### src/rtl/mult_bitmanip_ctrl.sv
// Front-end for the EX-stage multiplier: MUL ops pass through, BEXT/BDEP run on a bit-serial engine.
// Latency: MUL 0 cycles; BEXT/BDEP issue 64/BITS_PER_CYCLE+1 cycles after accept.
// Backpressure: ready_o drops for the whole engine run and its issue cycle.
package mult_bitmanip_pkg;
    typedef enum logic [3:0] {
        ADD, SUB, MUL, MULH, MULHU, MULHSU, MULW, BEXT, BDEP, DIV
    } fu_op;
endpackage

module mult_bitmanip_ctrl
    import mult_bitmanip_pkg::*;
#(
    parameter int TRANS_ID_BITS  = 3,
    parameter int BITS_PER_CYCLE = 8
) (
    input  logic                     clk_i,
    input  logic                     rst_ni,
    input  logic                     flush_i,
    input  logic                     valid_i,
    input  fu_op                     operator_i,
    input  logic [63:0]              operand_a_i,
    input  logic [63:0]              operand_b_i,
    input  logic [TRANS_ID_BITS-1:0] trans_id_i,
    output logic                     ready_o,
    output logic                     mul_valid_o,
    output fu_op                     mul_operator_o,
    output logic [63:0]              mul_operand_a_o,
    output logic [63:0]              mul_operand_b_o,
    output logic [TRANS_ID_BITS-1:0] mul_trans_id_o,
    output logic                     multi_cycle_o,
    output logic [63:0]              multi_cycle_result_o
);
    localparam int NCHUNK = 64 / BITS_PER_CYCLE;
    localparam int CNT_W  = (NCHUNK > 1) ? $clog2(NCHUNK) : 1;

    typedef enum logic [1:0] {IDLE, RUN, ISSUE} state_e;

    state_e                   state_q, state_d;
    fu_op                     op_q;
    logic [63:0]              a_q, mask_q, res_q, res_d;
    logic [TRANS_ID_BITS-1:0] id_q;
    logic [CNT_W-1:0]         cnt_q, cnt_d;
    logic [6:0]               ptr_q, ptr_d;

    logic       is_mul, is_bm, accept_bm, last_chunk;
    logic [6:0] eng_p;
    logic [5:0] eng_base, eng_k;

    assign is_mul     = operator_i inside {MUL, MULH, MULHU, MULHSU, MULW};
    assign is_bm      = operator_i inside {BEXT, BDEP};
    assign accept_bm  = (state_q == IDLE) && valid_i && is_bm && !flush_i;
    assign last_chunk = (cnt_q == CNT_W'(NCHUNK - 1));

    // One chunk of mask bits; the pointer ripples through the chunk in ascending bit order.
    always_comb begin
        res_d    = res_q;
        eng_p    = ptr_q;
        eng_base = 6'(int'(cnt_q) * BITS_PER_CYCLE);
        eng_k    = '0;
        for (int j = 0; j < BITS_PER_CYCLE; j++) begin
            eng_k = eng_base + 6'(j);
            if (mask_q[eng_k]) begin
                if (op_q == BEXT) begin
                    res_d[eng_p[5:0]] = a_q[eng_k];
                end else begin
                    res_d[eng_k] = a_q[eng_p[5:0]];
                end
                eng_p = eng_p + 7'd1;
            end
        end
        ptr_d = eng_p;
        cnt_d = last_chunk ? '0 : cnt_q + CNT_W'(1);
    end

    always_ff @(posedge clk_i or negedge rst_ni) begin
        if (!rst_ni) begin
            state_q <= IDLE;
        end else begin
            state_q <= state_d;
        end
    end

    always_comb begin
        state_d = state_q;
        case (state_q)
            IDLE:    if (accept_bm) state_d = RUN;
            RUN: begin
                if (flush_i) begin
                    state_d = IDLE;
                end else if (last_chunk) begin
                    state_d = ISSUE;
                end
            end
            ISSUE:   state_d = IDLE;
            default: state_d = IDLE;
        endcase
    end

    // A flush freezes the engine state; the result register is only cleared by the next accept.
    always_ff @(posedge clk_i or negedge rst_ni) begin
        if (!rst_ni) begin
            op_q   <= BEXT;
            a_q    <= '0;
            mask_q <= '0;
            id_q   <= '0;
            res_q  <= '0;
            cnt_q  <= '0;
            ptr_q  <= '0;
        end else if (accept_bm) begin
            op_q   <= operator_i;
            a_q    <= operand_a_i;
            mask_q <= operand_b_i;
            id_q   <= trans_id_i;
            res_q  <= '0;
            cnt_q  <= '0;
            ptr_q  <= '0;
        end else if (state_q == RUN && !flush_i) begin
            res_q <= res_d;
            cnt_q <= cnt_d;
            ptr_q <= ptr_d;
        end
    end

    always_comb begin
        ready_o         = (state_q == IDLE);
        mul_valid_o     = 1'b0;
        multi_cycle_o   = 1'b0;
        mul_operator_o  = operator_i;
        mul_operand_a_o = operand_a_i;
        mul_operand_b_o = operand_b_i;
        mul_trans_id_o  = trans_id_i;
        case (state_q)
            // Pass-through is combinational, so it must be gated by reset explicitly.
            IDLE: mul_valid_o = rst_ni && valid_i && is_mul && !flush_i;
            ISSUE: begin
                mul_valid_o     = !flush_i;
                multi_cycle_o   = !flush_i;
                mul_operator_o  = op_q;
                mul_trans_id_o  = id_q;
                mul_operand_a_o = '0;
                mul_operand_b_o = '0;
            end
            default: ;
        endcase
    end

    assign multi_cycle_result_o = res_q;

endmodule

### config.mk
export PLATFORM = sky130hd
export DESIGN_NAME = mult_bitmanip_ctrl
export DESIGN_NICKNAME = d
export VERILOG_FILES = /design/src/rtl/mult_bitmanip_ctrl.sv
export SDC_FILE = /design/constraint.sdc
export NUM_CORES = 2
export LEC_CHECK = 0
export BUFFER_PORTS_ARGS = -buffer_cell sky130_fd_sc_hd__buf_2
export CAP_MARGIN = 20
export CELL_PAD_IN_SITES_DETAIL_PLACEMENT = 1
export CELL_PAD_IN_SITES_GLOBAL_PLACEMENT = 1
export CORE_ASPECT_RATIO = 1.5
export CORE_MARGIN = 1
export CORE_UTILIZATION = 45
export CTS_BUF_LIST = sky130_fd_sc_hd__clkbuf_8
export DETAILED_ROUTE_END_ITERATION = 7
export PLACE_DENSITY = 0.86
export SYNTH_ARGS = -nofsm -noshare
export SYNTH_HDL_FRONTEND = slang
export SYNTH_SLANG_ARGS = --single-unit
export TNS_END_PERCENT = 100
### constraint.sdc
create_clock -name clk_i -period 10.4 [get_ports clk_i]
set_clock_uncertainty 0.2 [all_clocks]
set_input_delay 0.52 -clock clk_i [delete_from_list [all_inputs] [get_ports clk_i]]
set_output_delay 0.52 -clock clk_i [all_outputs]
set_load 0.02 [all_outputs]
==> results of run 1 <==
-- cell families after synthesis --
| logic type | after synthesis | synth area share [%] |
|---|---|---|
| AND/OR/NAND/NOR | 1339 | 23.3 |
| AO/OA/AOI/OAI | 1094 | 29.3 |
| multiplexers | 440 | 19.1 |
| buffers and inverters | 379 | 5.73 |
| flip-flops | 210 | 19.5 |
| XOR/XNOR | 56 | 2.60 |
| adder cells (fa/ha/maj) | 10 | 0.464 |
-- cells in the mapped netlist, drive strengths merged (44+ instances only) --
master,n
mux4,44
a21oi,210
a22oi,46
a221oi,61
xnor2,44
mux2i,230
o22ai,69
a211oi,46
nor2,294
nand3,129
o21ai,168
nor3,135
dfrtp,207
nand2,456
buf,73
clkbuf,272
mux2,166
a31oi,75
and2,151
o221ai,46
-- metal layers --
metal,overflow,global-route usage (%)
met1,7,83.2
met2,341,97.9
met3,18,67.8
met4,241,84.3
met5,2,27.8
-- metrics by stage --
stage | cell area [um^2] | util, % | hold WS, ps | setup WS, ps
after global placement | 30100 | 50.9 | 195 | 1030
after floorplan | 27000 | - | 24.4 | 866
after detailed placement | 30100 | 51.0 | 197 | 601
after CTS | 32300 | 54.7 | 0.339 | 387
==> metrics, run 1 <==
outcome stopped before the end; Fail Step global routing; Stop Error [ERROR GRT-0116] Global routing finished with congestion. Check the congestion regions in the DRC Viewer.; Post-CTS Resized 0; Yosys top cell area share between 10% and 20%; io pins 341; number of global-route vias before repair 44,730; ranking of synthesized cells by area dfrtp_1 19%, mux2i_1 8.5%, mux2_2 6.8%, nand2_1 6.3%, nor2_1 4.0%; Post-synth ARST share 100%; post-CTS setup buffer count 0; Syn Area/Cell roughly 7.6 um^2; Row Count about 110; sequential area share after synthesis 19.5%; largest area contributor in the netlist dfrtp_1; H-tree levels 2; DP Cell Count around 4,500; total clock sinks 210; Post-synth EDFFs 0; ys flop type dfrtp_1; CTS Buf Count 38; CTS Root Buffer Type clkbuf_8; wire length of the first global-routing pass 377 mm; Post-Syn Instances around 3,500; Placer Congestion roughly 1.2; DP HPWL between 100 and 150 mm; Die Ht 302 um; grt total ovfl around 600; Port Buffers 340; GRT Resource Usage Total about 83%; Mapped Area around 27,000 um^2; Clock Path Buffers 3; largest net degree at the start of global routing between 100 and 150; Synth Warn # 0; number of synthesized register bits 210; hold_buf cts about 130; Starting Density between 40% and 50%; Die X-Extent just over 200 um; Netlist cell types approximately 120; syn_nets roughly 3,700
==> run 2: changes to the inputs <==
==> config.mk (replaced) <==
export PLATFORM = sky130hd
export DESIGN_NAME = mult_bitmanip_ctrl
export DESIGN_NICKNAME = d
export VERILOG_FILES = /design/src/rtl/mult_bitmanip_ctrl.sv
export SDC_FILE = /design/constraint.sdc
export NUM_CORES = 2
export LEC_CHECK = 0
export BUFFER_PORTS_ARGS = -buffer_cell sky130_fd_sc_hd__buf_2
export CAP_MARGIN = 20
export CORE_MARGIN = 1
export CORE_UTILIZATION = 40
export DETAILED_ROUTE_END_ITERATION = 7
export PLACE_DENSITY_LB_ADDON = 0.15
export SYNTH_ARGS = -nofsm -noshare
export SYNTH_HDL_FRONTEND = slang
export SYNTH_SLANG_ARGS = --single-unit
export TNS_END_PERCENT = 100
==> run 2 against run 1 <==
Compared with the run above: synthesized area stayed put; synthesized cell count stayed put; the flow now finishes, with violations (DRC).
==> metrics, run 2 <==
outcome finished, violations left; failing checks DRC; Row Count 94 (-14%); wire length of the first global-routing pass ~260 mm; Pins Over Slew Limit 0; total clock sinks 210 (unchanged); leading cell types by count after synthesis 455 x nand2_1, 290 x nor2_1, 265 x clkbuf_1; Die Ht 262 um (-13%); Clock Path Buffers 3 (unchanged); Starting Density 40.8% (-4.9 points); hold crit path type input pin to flip-flop; Crit Path Max Fanout 20; CTS tree done; # DRC 4; DRT Wirelength 189 mm; critical path's most frequent cell ha_1; DR vias between 30,000 and 40,000; multi-input logic area 20,400 um^2; cell with the most instances after synthesis nand2_1; Setup TNS Final 0 ps; met2 WL 73.4 mm; Layout Area Growth over Synthesis 19.4%; io pins 341 (unchanged); Tmin final about 9600 ps; Slew @ Worst Pin about 1300 ps; Post-Syn Instances 3,528 (unchanged); Post-CTS Resized 0 (unchanged); number of global-route vias before repair 32,352; CTS Buf Count 27 (-29%); syn_nets 3,677 (unchanged); CP endpoint kind flip-flop; die area between 60,000 and 70,000 um^2; most common cell after layout, fill and taps aside nand2_1; Req. time, crit path 10,660 ps; GRT Resource Usage Total 53.2%; worst skew pair latency 600 ps; DR vias/cell approximately 7.5; number of synthesized register bits 210 (unchanged); Slowest cell on crit path nor2_1; Max Clock Freq between 100 and 150 MHz; WL/cell 39.5 um; data arrival time of the worst path ~9800 ps; Setup crit start kind flip-flop; crit path kind flip-flop to flip-flop; max incr delay on CP 940 ps; slew margin rel. between 10 and 15%; grt total ovfl 0; ranking of synthesized cells by area dfrtp_1 19%, mux2i_1 8.5%, mux2_2 6.8%, nand2_1 6.3%, nor2_1 4.0%; Initial DRT Pass Iterations 8; H-tree levels 1 (-1); initial drt markers roughly 6,700; Clock transition at path regs ~60 ps; Nets around 4,000; M1 WL 67.6 mm; unrepaired setup endpoints after global routing false; FF+latch area roughly 5300 um^2; Yosys top cell area share 19.2% (unchanged); Post-synth EDFFs 0 (unchanged); fin crit share 91.9%; Mapped Area 27,000 um^2 (unchanged); ys flop type dfrtp_1; commonest non-fill, non-tap cells in the layout 454 x nand2_1, 341 x buf_2, 290 x nor2_1; Top Layer Used met5; Placer Congestion 1.11 (-5.1%); Die X-Extent 262 um (+30%); post-CTS setup buffer count 0 (unchanged); Port Buffers 340 (unchanged); largest area contributor in the netlist dfrtp_1; number of fill cells in the layout between 6,000 and 7,000; CTS Root Buffer Type clkbuf_16; Syn Area/Cell 7.65 um^2 (unchanged); largest net degree at the start of global routing ~140; Routed met3 length about 32 mm; Post-synth ARST share 100% (unchanged); max cap viols 0; share of cells above drive strength 1 a little under a quarter; Netlist cell types 117 (unchanged); Detail Route Antenna Nets 0; Core ar. approximately 66,000 um^2; sequential area share after synthesis 19.5% (unchanged); Hold Fails Final Rpt 0; DP HPWL 140 mm (-5.1%); Synth Warn # 0 (unchanged); initial antenna violation count 24; Setup violations, final 0
==> run 2: cell counts after synthesis <==
Identical to the previous run, type by type.
==> run 2: metrics by stage <==
| stage | cell area [um^2] | utilization [%] | instances | hold slack, ps | setup WS [ps] |
|---|---|---|---|---|---|
| after global placement | 30100 | 45.5 | 4587 | 282 | 1160 |
| final | 32200 | 48.7 | 4772 | 17.2 | 838 |
| after detailed placement | 30200 | 45.6 | 4592 | 289 | 1020 |
| after CTS | 32100 | 48.5 | 4749 | 0.731 | 1010 |
| after global routing | 32200 | 48.6 | 4756 | 8.42 | 409 |
| after floorplan | 27000 | - | 3528 | 24.4 | 866 |
==> run 2: area by class of cell <==
class / instances / area share (%)
repair buffers: 655 / 13.6
clock inverters: 16 / 0.489
flip-flops and latches: 210 / 16.3
inverters: 34 / 0.400
multi-input cells: 2939 / 63.4
well taps: 864 / 3.36
clock buffers: 34 / 2.33
diodes: 20 / 0.155
==> run 2: what timing repair did <==
action / in CTS / in global routing
endpoints found under the hold margin: 186 / 0
hold buffers: 107 / 0
endpoints found under the setup margin: 0 / 0
==> run 2: cell families after synthesis <==
group           Yosys count  synth area share, %
simple gates           1339                 23.3
compound gates         1094                 29.3
mux                     440                 19.1
buf+inv                 379                 5.73
flops                   210                 19.5
xor+xnor                 56                 2.60
fa+ha+maj                10                0.464
==> run 2: final timing paths <==
path                            startpoint                        to  slack [ps]  cells after the start
setup / recovery                  cnt_q[1]  multi_cycle_result_o[46]         840                     39
hold / removal             operand_a_i[23]                   a_q[23]          20                      2
setup reg to reg                  cnt_q[1]  multi_cycle_result_o[46]         840                     39
hold reg to reg                 mask_q[54]                mask_q[54]         300                      1
max in group asynchronous           rst_ni                mask_q[14]        8070                      4
min in group asynchronous           rst_ni                   a_q[14]         290                      2
==> run 2: critical path, delay by kind of cell (launching register included) <==
| kind | cells | cell delay (ps) |
|---|---|---|
| AO/OA/AOI/OAI | 10 | 1860 |
| XOR/XNOR | 1 | 480 |
| adder cells (fa/ha/maj) | 6 | 1810 |
| buffers and inverters | 11 | 1690 |
| flip-flops | 1 | 500 |
| multiplexers | 1 | 340 |
| AND/OR/NAND/NOR | 10 | 2520 |
==> run 2: routing by layer <==
layer	up-vias	GRT usage (%)
li1	14193	-
met1	16990	63.9
met2	3511	73.2
met3	973	28.1
met4	26	34.0
met5	-	4.03
Power of run 2 is left out: the tool's default activity adds up to more than one toggle a clock period on the data nets, which glitch-free logic cannot reach.
